## src/rtl/alu_operand_stage.sv

```systemverilog
// alu_operand_stage: operand/op registers feeding the ALU, per-op settle wait, Z capture
// with a busy/done handshake to the control unit.
module alu_operand_stage #(
    parameter int DATA_WIDTH  = 32,
    parameter int BASIC_WAIT  = 1,
    parameter int MULDIV_WAIT = 4
) (
    input  logic                  clock,
    input  logic                  clear,
    input  logic [DATA_WIDTH-1:0] bus_in,
    input  logic                  y_in,
    input  logic                  start,
    input  logic [4:0]            op_in,
    output logic [DATA_WIDTH-1:0] alu_a,
    output logic [DATA_WIDTH-1:0] alu_b,
    output logic [4:0]            alu_op,
    input  logic [31:0]           result_low,
    input  logic [31:0]           result_high,
    output logic [31:0]           z_low,
    output logic [31:0]           z_high,
    output logic                  busy,
    output logic                  done,
    output logic                  err
);
    localparam int MAX_WAIT = BASIC_WAIT > MULDIV_WAIT ? BASIC_WAIT : MULDIV_WAIT;
    localparam int CW = MAX_WAIT > 1 ? $clog2(MAX_WAIT) : 1;

    typedef enum logic [1:0] {IDLE, SETTLE, DONE} state_t;

    state_t                state_q, state_d;
    logic [DATA_WIDTH-1:0] y_q, y_d, b_q, b_d;
    logic [4:0]            op_q, op_d;
    logic [63:0]           z_q, z_d;
    logic [CW-1:0]         cnt_q, cnt_d;
    logic                  err_q, err_d;
    logic                  legal, muldiv;

    assign legal  = op_in < 5'd6;
    assign muldiv = op_in == 5'd4 || op_in == 5'd5;

    always_comb begin
        state_d = state_q;
        y_d     = y_q;
        b_d     = b_q;
        op_d    = op_q;
        z_d     = z_q;
        cnt_d   = cnt_q;
        err_d   = err_q;
        if (state_q == SETTLE) begin
            // Operands are frozen here so the ALU sees stable inputs until capture.
            if (cnt_q == '0) begin
                z_d     = {result_high, result_low};
                state_d = DONE;
            end else begin
                cnt_d = cnt_q - 1'b1;
            end
        end else begin
            state_d = IDLE;
            if (y_in) y_d = bus_in;
            if (start) begin
                b_d     = bus_in;
                op_d    = op_in;
                err_d   = !legal;
                cnt_d   = muldiv ? CW'(MULDIV_WAIT - 1) : CW'(BASIC_WAIT - 1);
                state_d = legal ? SETTLE : DONE;
            end
        end
    end

    always_ff @(posedge clock or negedge clear) begin
        if (!clear) begin
            state_q <= IDLE;
            y_q     <= '0;
            b_q     <= '0;
            op_q    <= '0;
            z_q     <= '0;
            cnt_q   <= '0;
            err_q   <= 1'b0;
        end else begin
            state_q <= state_d;
            y_q     <= y_d;
            b_q     <= b_d;
            op_q    <= op_d;
            z_q     <= z_d;
            cnt_q   <= cnt_d;
            err_q   <= err_d;
        end
    end

    assign alu_a  = y_q;
    assign alu_b  = b_q;
    assign alu_op = op_q;
    assign z_low  = z_q[31:0];
    assign z_high = z_q[63:32];
    assign busy   = state_q == SETTLE;
    assign done   = state_q == DONE;
    assign err    = err_q;
endmodule

```

## config.mk

```make
export PLATFORM = sky130hd
export DESIGN_NAME = alu_operand_stage
export DESIGN_NICKNAME = d
export VERILOG_FILES = /design/src/rtl/alu_operand_stage.sv
export SDC_FILE = /design/constraint.sdc
export NUM_CORES = 1
export LEC_CHECK = 0
export CORE_MARGIN = 4
export CORE_UTILIZATION = 45
export DETAILED_ROUTE_END_ITERATION = 6
export GPL_ROUTABILITY_DRIVEN = 0
export PLACE_DENSITY = 0.81
export SETUP_SLACK_MARGIN = 0.5
export SLEW_MARGIN = 20
export SYNTH_ARGS = -nofsm -noshare
export SYNTH_HDL_FRONTEND = slang
export SYNTH_SLANG_ARGS = --single-unit
```

## constraint.sdc

```tcl
create_clock -name clock -period 3.4 [get_ports clock]
set_input_delay 0.51 -clock clock [delete_from_list [all_inputs] [get_ports clock]]
set_output_delay 0.51 -clock clock [all_outputs]
set_load 0.01 [all_outputs]
```

Word-level counts from Yosys, hierarchy flattened
Index checks and enable logic that the tools add are counted.
Storage, ports and cells
  flip-flop bits (word level): 138
  word-level logic and storage cells: 32
  output and inout port bits: 136
Cells by class
  bitwise logic cells: 1
  equal/unequal tests: 6
  add/sub/neg operators: 1
  mux-type cells: 8
  reduce and logical (&&, ||, !) cells: 8
  $lt $le $gt $ge: 1
Operators with widths (count)
  2-bit 2-to-1 mux: 8
  5-bit by 3-bit == test with 1-bit output, second input constant: 2
  2-bit AND reduction: 4
  5-bit by 3-bit less-than comparator with 1-bit output, second input constant: 1
  2-bit by 1-bit == test with 1-bit output, second input constant: 1
  2-bit == test, second input constant: 1
  2-bit logical NOT: 1
  2-bit by 1-bit != test with 1-bit output, second input constant: 1
  2-bit != test, second input constant: 1
  2-bit nonzero test: 1
  2-bit by 1-bit subtractor with 2-bit output, second input constant: 1
  1-bit logical NOT: 1
  1-bit logical OR: 1
  1-bit inverter: 1

Depth between registers and ports, before layout
Gate-level depths: netlist (run 1).
  depth after elaboration: 5
  depth in mapped cells: 6

Least setup slack after synthesis (run 1)
OpenSTA, ideal clock, no wires.
  path kind: flip-flop to flip-flop
  from: register cnt_q[0]
  to: register z_q[24]
  period minus slack after synthesis: 1.466 ns
  arrival: 1.341 ns
  stages on the path, launching flop included: 7
  library setup time: 0.125 ns
  slack: 1.934 ns
  path buffers: 2
  cells stage by stage: dfrtp_1 inv_1 ha_1 nand3b_1 buf_4 buf_6 mux2_4
On the way
  longest elaborated chain between the ends: 2
RTL lines
  from (decl): RTL line 34  | logic [CW-1:0] cnt_q, cnt_d;
  from (signal assigned): RTL line 85  | cnt_q <= cnt_d;
  2-bit logical NOT: RTL line 51  | if (cnt_q == '0) begin
  2-bit AND reduction (no source line)
  to (signal assigned): RTL line 84  | z_q <= z_d;
  to (decl): RTL line 33  | logic [63:0] z_q, z_d;
Every way passes these cells.
A chain may end at the register's enable or synchronous reset.

Worst setup path after layout (run 1)
  from: register state_q[1]
  to: output busy
On the way
  longest elaborated chain between the ends: 1
RTL lines
  from (decl): RTL line 30  | state_t state_q, state_d;
  from (signal assigned): RTL line 80  | state_q <= state_d;
  2-bit by 1-bit == test with 1-bit output: RTL line 95  | assign busy = state_q == SETTLE;
  to (decl): RTL line 21  | output logic busy,
Every way passes these cells.

==> results.txt, run 1 <==
----------------------------------------------------
[Yosys]
  Most frequent cells after synthesis ... dfrtp_1 (138), mux2_2 (86), mux2_4 (47)
  Distinct cell type count of the synthesized netlist ... 23
  Synthesized flop and latch total ... 138
  Number of enable flip-flop cells after synthesis ... 0
  Ys Warns ... 0
  Proportion of netlist area held by the largest area contributor ... 0.639
  Most frequent cell after synthesis ... dfrtp_1
  Post-synthesis sequential area ratio ... 0.639
  Synthesized instance count ... 308
  Syn nets ... 414
  Cell accounting for the most synthesized area ... dfrtp_1
  Netlist area before placement ... 0.00540 mm2
  Leading register cell type out of synthesis ... dfrtp_1
  Avg Cell Area, Syn ... 17.5 um2
  Proportion of synthesized flip-flops having asynchronous set or reset ... 1.00
  Most area-consuming cells after synthesis ... dfrtp_1 (64%), mux2_2 (18%), mux2_4 (13%)

[STA]
  RSZ-0062 raised after global routing ... no
  Final max-slew violation count ... 0
  Slew at the pin closest to its max-slew limit ... 0.989 ns
  Highest clock rate ... 459 MHz
  Total count of hold-check failures in the final report ... 0
  Final worst path period share ... 0.641
  Total negative setup slack ... 0 ns
  Clock period minus final worst setup slack ... 2.18 ns
  Max-Slew Margin vs Limit ... 0.339
  Tightest hold margin ... 0.158 ns
  Worst clock skew ... 0.00867 ns
  Slack of the critical path ... 1.22 ns
  # setup viols final ... 0

[Routing]
  Number of DRC markers after the initial detailed-route iteration ... 128
  Residual DRC ... 0
  Per-cell routed wire length ... 19.3 um
  Via count of the routed design ... 3,554
  Pre-antenna DRT Iters ... 4
  Antenna Violating Nets Remaining ... 0
  Wire length reported by the detailed router ... 13,800 um
  Via/cell ratio ... 4.97

[Floorplanning]
  Starting density of the core ... 0.467
  Die X ... 118 um
  Top Ports ... 241
  Total Die Area ... 0.0138 mm2
  Die height ... 118 um
  Row Count ... 39
  Area of the core ... 0.0116 mm2

[Setup path]
  Top fanout value on the critical path ... 7
  Endpoint of the worst register-to-register path ... z_q[38]$_DFFE_PN0P_
  Endpoint of the most critical setup path ... busy
  Data required time of the critical path ... 2.89 ns
  Depth of the worst register-to-register path ... 5
  Origin of the critical flop-to-flop path ... cnt_q[0]$_DFFE_PN0P_
  Setup slack of the worst register-to-register path ... 1.25 ns
  Category of the worst setup path capture point ... output pin
  CP Launch Point ... state_q[1]$_DFFE_PN0P_
  Critical Path Start Type ... flip-flop
  Startpoint-to-endpoint class of the critical path ... flip-flop to output pin
  Data arrival at the endpoint of the critical path ... 1.67 ns

[Clock tree]
  Number of buffers inserted to repair setup after CTS ... 0
  Clock-pin slew on the worst setup and hold paths ... 0.06 ns
  Number of sinks handled by clock tree synthesis ... 138
  Max H-tree Level ... 4
  Root cell of the clock tree ... clkbuf_16
  Clk buf depth ... 2
  Post-cts repair resize count ... 0
  Worst-Skew Late Latency ... 0.41 ns
  TritonCTS clock tree ... done
  Total CTS buffers ... 17
  Hold_buf cts ... 0

[Power and ir drop]
  Worst VDD drop ... 0.443 mV
  Sw frac ... 0.262
  Net switching power of the design ... 1.68 mW
  Power per cell area ... 754 mW/mm2
  Sequential power share ... 0.380
  Internal power consumption ... 4.74 mW
  Relative contribution of the clock network to total power ... 0.274
  Leakage Power ... 3.74 nW
  Total power draw ... 6.42 mW
  Combinational cell fraction of total power ... 0.346

[Layout]
  Filler instances ... 772
  Share of cells above drive strength 1 ... 0.299
  Number of antenna diodes ... 0
  Synth-to-layout area growth ... 57.6%
  Share of the core filled with cells ... 0.736
  Total area of multi-input combinational cells ... 0.00181 mm2
  Combined flip-flop and latch cell area ... 0.00345 mm2
  Post-route cell area ... 0.00851 mm2
  Final Instance Count excl. Fillers ... 715
  Final layout net count ... 667

[Global routing]
  Antenna violations before repair ... 0
  Leftover overflow at the end of global routing ... 0
  All-layer global routing usage ... 0.202
  Global-route wire length before repair ... 21,700 um
  Pin count of the biggest net entering global routing ... 87
  Vias in the first global route ... 4,012

[Status]
  Run status ... finished clean

[Placed design]
  IO Port Bufs ... 240
  Dpl hpwl ... 10,000 um
  Count of placed standard cells including taps ... 685
  Worst slack at placement ... 1.05 ns
  Cell Area, Placed ... 0.00795 mm2

[Flow run]
  Total of max-cap violations ... 0

[Min path]
  Path class of the lowest-slack min-delay path ... primary input to asynchronous set/reset pin

----------------------------------------------------
## flip-flops by register name (all words and copies together) (netlist names)
signal   cells
alu_a       32
alu_b       32
state_q      2
alu_op       5
z_q         64
err          1
cnt_q        2
## power by group through the flow
stage          clock (mW)  sequential [mW]  combinational [mW]
5_1_grt              1.87             2.50                2.33
3_3_place_gp            0             2.42                2.21
6_report             1.76             2.44                2.22
3_5_place_dp            0             2.46                2.23
4_1_cts              1.79             2.44                2.25
2_1_floorplan           0             2.67               0.662
## area by class of cell
class,count,area share
clock buffer,22,0.0545
timing repair buffer,248,0.292
tap,143,0.0210
inverter,4,0.00176
multi-input combinational,152,0.213
sequential,138,0.406
clock inverter,8,0.0113
## critical path, stage by stage, from the launching register on
cell             delay (ns)
dfrtp_1                0.40
nand2b_4               0.18
inv_1                  0.11
clkdlybuf4s50_1        0.56
## worst min-delay path by stage
stage / startpoint / end / slack, ns / cells past startpoint
after floorplan: clear / alu_a[0]$_DFFE_PN0P_ / 0.21 / 0
after global placement: z_q[1]$_DFFE_PN0P_ / z_q[1]$_DFFE_PN0P_ / 0.49 / 1
after detailed placement: z_q[56]$_DFFE_PN0P_ / z_q[56]$_DFFE_PN0P_ / 0.49 / 1
after CTS: clear / alu_a[11]$_DFFE_PN0P_ / 0.18 / 1
after global routing: clear / alu_a[11]$_DFFE_PN0P_ / 0.20 / 1
final: clear / alu_a[11]$_DFFE_PN0P_ / 0.16 / 1
## cells in the final DEF (no fill, tap or decap), types with 3 or more instances in the layout
| cell type | count |
|---|---|
| clkinv_2 | 4 |
| clkdlybuf4s50_1 | 239 |
| inv_1 | 4 |
| dfrtp_1 | 138 |
| clkbuf_16 | 17 |
| mux2_2 | 86 |
| mux2_4 | 47 |
| clkbuf_1 | 3 |
| buf_4 | 6 |
## metal layers
layer / wire [um] / part of all wire / GRT usage / up-vias
met4: 280 / 0.020 / 0.0784 / 0
li1: - / - / - / 1596
met2: 6730 / 0.49 / 0.327 / 165
met3: 1460 / 0.11 / 0.116 / 22
met1: 5350 / 0.39 / 0.220 / 1771
met5: 0 / 0 / 0 / -
## cells by family after synthesis
group	count (synthesis)	share of synthesized area
DFF	138	0.639
muxes	133	0.310
buffers and inverters	18	0.0246
AOI/OAI and AO/OA	9	0.0120
and+or+nand+nor	9	0.0116
adders and majority gates	1	0.00232
No activity file was read; power rests on OpenSTA's default activity.
==> run 2: changes to the inputs <==
Settings changed: CORE_UTILIZATION 45 to 38, PLACE_DENSITY 0.81 to 0.73.
Clock period 3.4 ns to 1.85 ns, I/O delays scaled along.
==> run 2 against run 1 <==
Compared with the run above: non-clock buffer count is 40 higher; global-route usage is 0.46 points lower; clock skew is 0.0015 ns lower; sequential share of layout area is 3.7 points lower; wire length is 17% higher; combinational power is 77% higher; sequential power is 84% higher; first-iteration DRC count is 16% lower; largest cell class unchanged.
==> results.txt, run 2 (synthesis results as in run 1) <==
----------------------------------------------------
[Setup path]
  Delay of the slowest critical-path stage ... 0.36 ns
  Critical Path Start Type ... flip-flop
  Startpoint-to-endpoint class of the critical path ... flip-flop to flip-flop
  Category of the worst setup path capture point ... flip-flop
  Data arrival at the endpoint of the critical path ... 1.89 ns
  Crit path buf inv count ... 3
  Data required time of the critical path ... 2.14 ns
  Top cell family by delay on the critical path ... buffers and inverters
  Most repeated library cell on the critical path ... buf_12
  Top fanout value on the critical path ... 23
  Cell type of the slowest stage on the worst timing path ... dfrtp_1
  Cells along the critical path ... inv_2 -> ha_4 -> nand3b_1 -> buf_12 -> buf_12 -> mux2_2

[Global routing]
  Met1 capacity usage during global routing ... 0.215
  Leftover overflow at the end of global routing ... 0
  GR peak layer ... met2
  Met2 Use GR ... 0.337
  Antenna violations before repair ... 0
  Pin count of the biggest net entering global routing ... 49
  Met3 capacity usage during global routing ... 0.0836
  Vias in the first global route ... 4,450
  Global-route wire length before repair ... 24,600 um
  All-layer global routing usage ... 0.197

[Routing]
  Number of DRC markers after the initial detailed-route iteration ... 107
  Via/cell ratio ... 4.79
  Residual DRC ... 0
  Via count of the routed design ... 3,801
  Pre-antenna DRT Iters ... 4
  Wire length reported by the detailed router ... 16,200 um
  Per-cell routed wire length ... 20.3 um
  Antenna Violating Nets Remaining ... 0

[Layout]
  Filler instances ... 966
  Number of antenna diodes ... 0
  Post-route cell area ... 0.00937 mm2
  Share of cells above drive strength 1 ... 0.482
  Final layout net count ... 707
  Total area of multi-input combinational cells ... 0.00213 mm2
  Most frequent standard cell in the layout excluding fill and tap cells ... dfrtp_1
  Max reg flops ... 64
  Share of the core filled with cells ... 0.675
  Top register by number of flip-flops ... z_q
  Leading cell types in the layout, fill and taps excluded ... dfrtp_1 (137), mux2_4 (108), clkdlybuf4s50_1 (103)
  Combined flip-flop and latch cell area ... 0.00345 mm2
  Synth-to-layout area growth ... 73.5%

[Floorplanning]
  Row Count ... 43
  Die height ... 127 um
  Top Ports ... 241
  Total Die Area ... 0.0162 mm2
  Area of the core ... 0.0139 mm2
  Starting density of the core ... 0.389
  Die X ... 127 um

[Power and ir drop]
  Leakage Power ... 4.48 nW
  Power per cell area ... 1280 mW/mm2
  Worst VDD drop ... 0.597 mV

[Clock tree]
  Max H-tree Level ... 4
  Clk buf depth ... 2
  Root cell of the clock tree ... clkbuf_16
  Total CTS buffers ... 17
  Number of sinks handled by clock tree synthesis ... 138
  Worst-Skew Late Latency ... 0.41 ns
  Clock-pin slew on the worst setup and hold paths ... 0.06 ns
  TritonCTS clock tree ... done

[STA]
  Worst clock skew ... 0.00712 ns
  Slack of the critical path ... 0.251 ns
  Final worst path period share ... 0.864
  Slew at the pin closest to its max-slew limit ... 0.473 ns
  Clock period minus final worst setup slack ... 1.60 ns
  Highest clock rate ... 625 MHz
  Total count of hold-check failures in the final report ... 0
  # setup viols final ... 0
  Total negative setup slack ... 0 ns
  RSZ-0062 raised after global routing ... yes
  Final max-slew violation count ... 0
  Max-Slew Margin vs Limit ... 0.685

[Placed design]
  IO Port Bufs ... 240
  Cell Area, Placed ... 0.00811 mm2
  Worst slack at placement ... 0.193 ns
  Dpl hpwl ... 10,200 um

[Status]
  Run status ... finished clean

[Min path]
  Path class of the lowest-slack min-delay path ... primary input to asynchronous set/reset pin

[Flow run]
  Total of max-cap violations ... 0

----------------------------------------------------
## run 2: changes by cell type in the layout (fill, tap and decap cells not counted), moves of 3 or more
cell             before  now
buf_2                 0    9
clkdlybuf4s15_1       0   68
mux2_4               47  108
clkbuf_2              0   51
buf_6                 1   12
mux2_2               86   25
buf_4                 6   12
buf_12                2   13
buf_16                0   11
clkdlybuf4s50_1     239  103
clkdlybuf4s15_2       0    6
inv_1                 4    1
## run 2: power by group
part | internal, mW | total (mW) | leakage, nW | switching, mW
Sequential | 3.96 | 4.50 | 1.61 | 0.539
Clock | 2.27 | 3.53 | 0.306 | 1.27
Combinational | 2.41 | 3.93 | 2.57 | 1.51
Total | 8.64 | 12.0 | 4.48 | 3.32
## run 2: worst reg2reg max path, stage by stage, from the launching register on
cell and delay (ns):
dfrtp_1 0.36, inv_2 0.06, ha_4 0.16, nand3b_1 0.15, buf_12 0.19, buf_12 0.21, mux2_2 0.36
## run 2: metrics by stage
| stage | power [mW] | hold WS [ns] | cells |
|---|---|---|---|
| floorplan | 6.13 | -0.0181 | 308 |
| global placement | 8.55 | 0.248 | 725 |
| detailed placement | 8.67 | 0.254 | 725 |
| CTS | 12.1 | 0.374 | 784 |
| global route | 12.5 | 0.396 | 794 |
| finish | 12.0 | 0.372 | 794 |
## run 2: per-layer routing
| layer | wire (um) | vias up |
|---|---|---|
| li1 | - | 1688 |
| met1 | 5950 | 1916 |
| met2 | 8290 | 169 |
| met3 | 1510 | 28 |
| met4 | 406 | 0 |
| met5 | 0 | - |
## run 2: final cells by class
cell class,instances,share of cell area
clock buffers,22,0.0517
clock inverters,10,0.0148
inverters,4,0.00187
multi-input cells,152,0.228
flip-flops and latches,138,0.369
well taps,180,0.0240
repair buffers,288,0.311
## run 2: path summary, 6_finish.rpt
kind / startpoint / end / slack, ns / depth (start not counted)
max: cnt_q[0]$_DFFE_PN0P_ / z_q[11]$_DFFE_PN0P_ / 0.25 / 6
min: clear / alu_a[9]$_DFFE_PN0P_ / 0.37 / 2
max reg2reg: cnt_q[0]$_DFFE_PN0P_ / z_q[11]$_DFFE_PN0P_ / 0.25 / 6
min reg2reg: z_q[2]$_DFFE_PN0P_ / z_q[2]$_DFFE_PN0P_ / 0.51 / 1
max in group asynchronous: clear / z_q[23]$_DFFE_PN0P_ / 0.87 / 3
min in group clock: result_high[11] / z_q[43]$_DFFE_PN0P_ / 0.48 / 2
## run 2: what timing repair did
item,in CTS,in global routing
pin swaps,1,4
gates resized for setup,340,120
gates cloned,10,1
hold buffers,1,0
setup buffers,16,9
hold endpoints to repair,45,0
endpoints found under the setup margin,262,201
==> run 3: changes to the inputs <==
Settings changed: CORE_UTILIZATION 38 to 39, CTS_BUF_LIST set to sky130_fd_sc_hd__clkbuf_4 sky130_fd_sc_hd__clkbuf_8, PLACE_DENSITY 0.73 to 0.75.
==> run 3 against run 2 <==
Compared with the run above: combinational power is 5% higher; largest power group unchanged; worst setup slack worse by 0.012 ns; wire length is 3.4% higher; first-iteration DRC count is 59% higher.
==> results.txt, run 3 (synthesis results as in run 1) <==
----------------------------------------------------
[Power and ir drop]
  Internal power consumption ... 7.67 mW
  Power per cell area ... 1220 mW/mm2
  Net switching power of the design ... 3.29 mW
  Leakage Power ... 4.47 nW
  Relative contribution of the clock network to total power ... 0.219
  Sw frac ... 0.300
  Worst VDD drop ... 0.759 mV
  Sequential power share ... 0.407
  Combinational cell fraction of total power ... 0.375

[Status]
  Run status ... finished clean

[Routing]
  Antenna Violating Nets Remaining ... 0
  Wire length reported by the detailed router ... 16,700 um
  Via count of the routed design ... 3,906
  Residual DRC ... 0
  Number of DRC markers after the initial detailed-route iteration ... 170
  Pre-antenna DRT Iters ... 4
  Per-cell routed wire length ... 20.3 um
  Via/cell ratio ... 4.76

[Layout]
  Final layout net count ... 737
  Post-route cell area ... 0.00896 mm2
  Max reg flops ... 64
  Share of cells above drive strength 1 ... 0.604
  Top register by number of flip-flops ... z_q
  Final Instance Count excl. Fillers ... 821
  Leading cell types in the layout, fill and taps excluded ... dfrtp_1 (137), buf_2 (129), mux2_4 (111)
  Synth-to-layout area growth ... 65.9%
  Most frequent standard cell in the layout excluding fill and tap cells ... dfrtp_1

[Placed design]
  Count of placed standard cells including taps ... 722
  IO Port Bufs ... 240
  Cell Area, Placed ... 0.00809 mm2
  Dpl hpwl ... 10,600 um

[STA]
  RSZ-0062 raised after global routing ... yes
  Highest clock rate ... 621 MHz
  Total negative setup slack ... 0 ns
  Slew at the pin closest to its max-slew limit ... 0.363 ns
  Final max-slew violation count ... 0
  Worst clock skew ... 0.00559 ns
  Total count of hold-check failures in the final report ... 0
  Clock period minus final worst setup slack ... 1.61 ns
  Max-Slew Margin vs Limit ... 0.758
  Final worst path period share ... 0.871
  # setup viols final ... 0

[Setup path]
  Data required time of the critical path ... 2.17 ns
  CP Launch Point ... cnt_q[0]$_DFFE_PN0P_
  Data arrival at the endpoint of the critical path ... 1.93 ns
  Setup slack of the worst register-to-register path ... 0.24 ns
  Endpoint of the most critical setup path ... z_q[7]$_DFFE_PN0P_
  Startpoint-to-endpoint class of the critical path ... flip-flop to flip-flop
  Top fanout value on the critical path ... 6
  Cell type of the slowest stage on the worst timing path ... dfrtp_1
  Depth of the worst register-to-register path ... 7
  Cells along the critical path ... inv_2 -> ha_4 -> nand3b_1 -> buf_6 -> clkbuf_16 -> clkbuf_16 -> mux2_2
  Endpoint of the worst register-to-register path ... z_q[7]$_DFFE_PN0P_
  Most repeated library cell on the critical path ... clkbuf_16
  Delay of the slowest critical-path stage ... 0.38 ns
  Category of the worst setup path capture point ... flip-flop
  Critical Path Start Type ... flip-flop
  Origin of the critical flop-to-flop path ... cnt_q[0]$_DFFE_PN0P_

[Clock tree]
  Clk buf depth ... 2
  Root cell of the clock tree ... clkbuf_8
  Worst-Skew Late Latency ... 0.43 ns
  TritonCTS clock tree ... done
  Max H-tree Level ... 4
  Total CTS buffers ... 17
  Number of sinks handled by clock tree synthesis ... 138
  Clock-pin slew on the worst setup and hold paths ... 0.08 ns

[Floorplanning]
  Row Count ... 42
  Starting density of the core ... 0.403
  Die X ... 126 um
  Die height ... 126 um
  Total Die Area ... 0.0158 mm2
  Top Ports ... 241
  Area of the core ... 0.0134 mm2

[Global routing]
  Pin count of the biggest net entering global routing ... 66
  Vias in the first global route ... 4,142
  Antenna violations before repair ... 1
  Global-route wire length before repair ... 23,000 um
  Leftover overflow at the end of global routing ... 0
  All-layer global routing usage ... 0.187

[Min path]
  Path class of the lowest-slack min-delay path ... primary input to asynchronous set/reset pin

[Flow run]
  Total of max-cap violations ... 0

----------------------------------------------------
## run 3: cell types whose count changed in the layout (fill, tap and decap cells not counted), moves of 4 or more
| cell | previous run | this run |
|---|---|---|
| buf_12 | 13 | 7 |
| buf_16 | 11 | 3 |
| buf_2 | 9 | 129 |
| buf_4 | 12 | 42 |
| clkbuf_16 | 18 | 13 |
| clkbuf_2 | 51 | 5 |
| clkbuf_8 | 4 | 19 |
| clkdlybuf4s15_1 | 68 | 0 |
| clkdlybuf4s15_2 | 6 | 0 |
| clkinv_2 | 3 | 7 |
## run 3: power groups by stage
stage	Sequential (mW)	Combinational (mW)	Clock, mW
2_1_floorplan	4.91	1.22	0
3_3_place_gp	4.47	4.08	0
3_5_place_dp	4.54	4.15	0
4_1_cts	4.44	3.82	2.46
5_1_grt	4.57	4.34	2.62
6_report	4.46	4.11	2.40
## run 3: final cells by class
cell class	count	area [um2]
diodes	1	2.50
clock buffers	19	262
clock inverters	13	126
fillers	984	4440
inverters	4	17.5
multi-input cells	152	2120
flip-flops and latches	138	3450
well taps	176	220
repair buffers	318	2750
## run 3: worst max-delay path, delay by kind of cell, from the launching register on
kind                     cells  cell delay, ns
multiplexers                 1            0.32
AND/OR/NAND/NOR              1            0.12
buffers and inverters        4            0.53
flip-flops                   1            0.38
adder cells (fa/ha/maj)      1            0.16
## run 3: timing repair
item / CTS / global route
resized for setup: 505 / 137
setup endpoints to repair: 269 / 179
hold buffers: 1 / 0
buffers inserted: 22 / 26
hold endpoints to repair: 123 / 0
cloned: 1 / 16
## run 3: per-stage QoR
step	power, mW	hold WS, ns	setup WS [ns]	utilization
after floorplan	6.13	-0.0181	0.433	-
after global placement	8.55	0.129	0.237	0.603
after detailed placement	8.69	0.132	0.174	0.603
after CTS	10.7	0.227	0.226	0.618
after global routing	11.5	0.265	0.170	0.668
final	11.0	0.294	0.239	0.668
## run 3: worst min-delay path by stage
stage / depth (start not counted) / to / slack (ns)
floorplan: 0 / alu_a[0]$_DFFE_PN0P_ / -0.02
global placement: 1 / z_q[42]$_DFFE_PN0P_ / 0.13
detailed placement: 1 / z_q[39]$_DFFE_PN0P_ / 0.13
CTS: 2 / z_q[11]$_DFFE_PN0P_ / 0.23
global route: 2 / z_q[11]$_DFFE_PN0P_ / 0.26
finish: 2 / z_q[11]$_DFFE_PN0P_ / 0.29
## run 3: metal layers
metal | track usage | up-vias | routed length (um)
met5 | 0 | - | 0
met4 | 0.0612 | 0 | 361
met3 | 0.0830 | 24 | 1280
met2 | 0.315 | 162 | 8490
met1 | 0.215 | 1983 | 6570
li1 | - | 1737 | -
==> RTL change 1: new RTL, flow settings as in run 3 <==
The parameter `DATA_WIDTH` goes from 32 to 36.
--- a/src/rtl/alu_operand_stage.sv
+++ b/src/rtl/alu_operand_stage.sv
@@ -3,3 +3,3 @@
 module alu_operand_stage #(
-    parameter int DATA_WIDTH  = 32,
+    parameter int DATA_WIDTH  = 36,
     parameter int BASIC_WAIT  = 1,
Ports: changed (resized alu_a, alu_b and bus_in); port bits go from 241 to 253. The function was not compared with the original's and may differ.
==> RTL change 1 against run 3 <==
  * Area after synthesis is 7.3% higher
  * Cell area is 4.0% lower
  * Setup slack better by 97 ps
  * Power is 14% lower
  * Utilization is 7.7 points lower
  * Die area is 6.8% higher
  * Combinational power is 33% lower
  * Fmax is 6.4% higher
  * Cell count is 0.73% lower
  * Synthesized cell count is 5.2% higher
  * Critical path depth stayed put
  * Sequential cell count is 8 higher
  * Highest routed layer unchanged
  * Wire length is 5.8% lower
  * Clock skew is 0.79 ps higher
==> RTL change 1: results (changes against run 3) <==
metric	value	unit	change
post-place setup slack	148	ps	was 174 ps
CP Data Arrival Time	1830	ps	was 1930 ps
Post-Syn Nets	434		was 414
Least-Margin Pin Slew	929	ps	was 363 ps
total track usage	18.2	%	was 18.7%
Initial DRC Count	118		was 170
critical-path maximum fanout	8		was 6
Synth Area in Compound Gates	0.821	%	was 1.20%
Vias per Instance	4.78		was 4.76
drt wl/cell	19.3	um	was 20.3 um
worst vdd ir	0.411	mV	was 0.759 mV
mux share of post-synthesis cell area	31.8	%	was 31.0%
nets	729		was 737
Seq/Total Area, Yosys	63.1	%	was 63.9%
WL met3	1200	um	was 1280 um
final-layout fill cell count	1204		was 984
post-DP HPWL	10600	um	about the same
Post-synth top cells	dfrtp_1, mux2_2, mux2_4		unchanged
Synth Area in Adders	0.216	%	was 0.232%
first-pass GRT wire length	23400	um	was 23000 um
via count	3892		was 3906
n_diodes	0		was 1
status	completed		unchanged
vias in the first global route	4324		was 4142
synth top area cells	dfrtp_1, mux2_4, mux2_2, buf_6, nand2_4		was dfrtp_1, mux2_2, mux2_4, buf_6, buf_4
synth unique cells	20		was 23
WL met2	8090	um	was 8490 um
share of cells above drive strength 1	57.2	%	was 60.4%
Internal Power	6.65	mW	was 7.67 mW
Lkg Pwr	4.10	nW	was 4.47 nW
antenna violations before repair	0		was 1
==> RTL change 1: cell count changes after synthesis, moves of 5 or more <==
| cell | delta |
|---|---|
| dfrtp_1 | +8 |
| mux2_2 | -13 |
| mux2_4 | +21 |
| buf_6 | +5 |
==> RTL change 1: power groups by stage <==
stage | Combinational (mW) | Clock (mW) | Sequential [mW]
2_1_floorplan | 0.923 | 0 | 4.72
6_report | 2.76 | 2.30 | 4.32
4_1_cts | 2.89 | 2.37 | 4.34
3_5_place_dp | 3.34 | 0 | 4.42
5_1_grt | 2.97 | 2.52 | 4.40
3_3_place_gp | 3.29 | 0 | 4.36
==> RTL change 1: layout make-up <==
class                   instances  area (um^2)  area share (%)
clock buffers                  21          277            3.22
clock inverters                10         86.3            1.00
inverters                       4         15.0           0.175
multi-input cells             163         2080            24.2
flip-flops and latches        146         3650            42.5
well taps                     184          230            2.68
repair buffers                287         2250            26.2
==> RTL change 1: kinds of logic (layout without fill, tap and decap cells) <==
| group | count (synthesis) | after routing |
|---|---|---|
| buffers and inverters | 19 | 322 |
| muxes | 141 | 141 |
| DFF | 146 | 146 |
| and+or+nand+nor | 10 | 14 |
| AOI/OAI and AO/OA | 7 | 7 |
| adders and majority gates | 1 | 1 |
==> RTL change 1: path summary, 6_finish.rpt <==
check                                startpoint                   to  slack [ps]
setup / recovery           cnt_q[1]$_DFFE_PN0P_  z_q[23]$_DFFE_PN0P_         340
hold / removal                            clear  z_q[23]$_DFFE_PN0P_         350
setup reg to reg           cnt_q[1]$_DFFE_PN0P_  z_q[23]$_DFFE_PN0P_         340
hold reg to reg              z_q[5]$_DFFE_PN0P_   z_q[5]$_DFFE_PN0P_         500
max in group asynchronous                 clear  z_q[19]$_DFFE_PN0P_         840
min in group clock              result_high[11]  z_q[43]$_DFFE_PN0P_         450
==> RTL change 1: timing repair <==
item                                   4_1_cts  5_1_grt
endpoints found under the hold margin       40        0
hold buffers                                 1        0
pin swaps                                    1        0
setup buffers                               22        1
gates cloned                                 6        2
gates resized for setup                    563       24
setup endpoints to repair                  282      157
==> RTL change 1: routing by layer <==
| layer | up-vias | GRT usage (%) |
|---|---|---|
| met1 | 1974 | 21.1 |
| met5 | - | 0 |
| met2 | 157 | 31.9 |
| li1 | 1735 | - |
| met4 | 0 | 5.87 |
| met3 | 26 | 5.94 |
==> RTL change 1: worst max-delay path, delay by kind of cell (launching register included) <==
kind,cells,cell delay (ps)
muxes,1,290
DFF,1,380
adders and majority gates,1,140
and+or+nand+nor,1,90
buffers and inverters,4,500
==> RTL change 2: new RTL, config.mk and constraints of run 3 <==
Without the edit above. Encoding of `state_t`: now one-hot (3 bits for 3 states).
--- a/src/rtl/alu_operand_stage.sv
+++ b/src/rtl/alu_operand_stage.sv
@@ -27,3 +27,3 @@
 
-    typedef enum logic [1:0] {IDLE, SETTLE, DONE} state_t;
+    typedef enum logic [2:0] {IDLE = 3'b001, SETTLE = 3'b010, DONE = 3'b100} state_t;
 
Formal check against the unedited RTL: no difference found for any inputs over 10 cycles, from zero or initial values; not proved beyond that.
==> RTL change 2 against run 3 <==
  * Area after synthesis shrank 1.6%
  * Power shrank 16%
  * Critical path depth shrank 2
  * Fmax shrank 8.1%
  * Sequential share of layout area shrank 0.55 points
  * Setup slack lost 140 ps
  * Sequential cell count grew 1
  * Cell area grew 2.2%
  * Largest cell class unchanged
  * Wire length shrank 4.3%
  * Utilization grew 2.0 points
  * Count of clock-buffer cells in the layout grew 2
==> RTL change 2: results (changes against run 3) <==
metric	value	unit	change
Post-Place Cells	720		was 722
via count	3777		was 3906
critical-path maximum fanout	11		was 6
final-layout fill cell count	905		was 984
Vias per Instance	4.76		about the same
Worst setup endpoint	alu_a[24]$_DFFE_PN0P_		was z_q[7]$_DFFE_PN0P_
vias in the first global route	4290		was 4142
M2 GR Usage	33.4	%	was 31.5%
Post-synth top cells	dfrtp_1, mux2_2, mux2_4		unchanged
largest net degree at the start of global routing	68		was 66
CP Data Arrival Time	2060	ps	was 1930 ps
worst vdd ir	0.655	mV	was 0.759 mV
R2R Path Start	state_q[2]$_DFFE_PN0P_		was cnt_q[0]$_DFFE_PN0P_
post-place setup slack	72.3	ps	was 174 ps
Worst Skew	17.1	ps	was 5.59 ps
Slew headroom	44.6	%	was 75.8%
crit share post-route	94.8	%	was 87.1%
Lkg Pwr	4.70	nW	was 4.47 nW
synth unique cells	26		was 23
R2R Setup Slk	100	ps	was 240 ps
met3 usage	6.78	%	was 8.30%
total track usage	19.5	%	was 18.7%
status	completed		unchanged
r2r worst-path depth	5		was 7
nets	710		was 737
post-DP HPWL	9850	um	was 10600 um
met1 Use GR	22.4	%	was 21.5%
synth top area cells	dfrtp_1, mux2_2, mux2_4, buf_6, buf_12		was dfrtp_1, mux2_2, mux2_4, buf_6, buf_4
-- RTL change 2: cell count changes in the layout (fill, tap and decap cells not counted), moves of 3 or more --
| cell | change |
|---|---|
| clkinv_2 | -3 |
| buf_6 | -10 |
| dlymetal6s2s_1 | +63 |
| clkbuf_16 | -6 |
| clkbuf_2 | -4 |
| buf_4 | -21 |
| mux2_4 | -27 |
| mux2_2 | +25 |
| buf_16 | +4 |
| buf_2 | -57 |
-- RTL change 2: per-stage QoR --
step,instance area [um^2],util [%]
final,9150,68.8
after global routing,9150,68.8
after CTS,8630,64.9
after detailed placement,8070,60.7
after global placement,8070,60.7
after floorplan,5470,-
-- RTL change 2: critical path, stage by stage (launching register included) --
cell and delay (ps):
dfrtp_1 420, or3b_4 420, buf_8 180, nand2_8 110, buf_12 150, mux2_2 340
-- RTL change 2: worst min-delay path by stage --
| stage | startpoint | end |
|---|---|---|
| finish | clear | z_q[54]$_DFFE_PN0P_ |
| detailed placement | clear | alu_b[23]$_DFFE_PN0P_ |
| global placement | clear | alu_b[23]$_DFFE_PN0P_ |
| floorplan | clear | alu_a[0]$_DFFE_PN0P_ |
| global route | clear | alu_b[23]$_DFFE_PN0P_ |
| CTS | clear | z_q[23]$_DFFE_PN0P_ |
-- RTL change 2: metal layers --
layer	vias up	part of all wire, %
li1	1701	-
met1	1889	40
met2	162	51
met3	25	6.5
met4	0	1.8
met5	-	0
-- RTL change 2: logic make-up after synthesis --
family                     Yosys count  share of synthesized area, %
muxes                              133                          28.7
and+or+nand+nor                     11                          1.77
adders and majority gates            1                         0.235
AOI/OAI and AO/OA                    7                         0.988
buffers and inverters               19                          2.82
DFF                                139                          65.5
-- RTL change 2: area by class of cell --
type                       count  area, um^2  area share [%]
clock inverter                11         141            1.54
inverter                       4        17.5           0.191
clock buffer                  21         289            3.16
sequential                   139        3480            38.0
multi-input combinational    155        2060            22.5
timing repair buffer         287        2940            32.1
tap                          176         220            2.41
antenna                        1        2.50          0.0273
-- RTL change 2: timing repair --
action	4_1_cts	5_1_grt
pin swaps	4	4
endpoints found under the hold margin	31	0
resized for setup	314	118
gates cloned	9	7
setup endpoints to repair	273	206
hold buffers	1	0
buffers inserted	21	3
-- RTL change 2: report_power, final --
part	switching [mW]	internal (mW)
Clock	1.14	1.47
Sequential	0.316	3.64
Combinational	0.997	1.67
Total	2.45	6.78
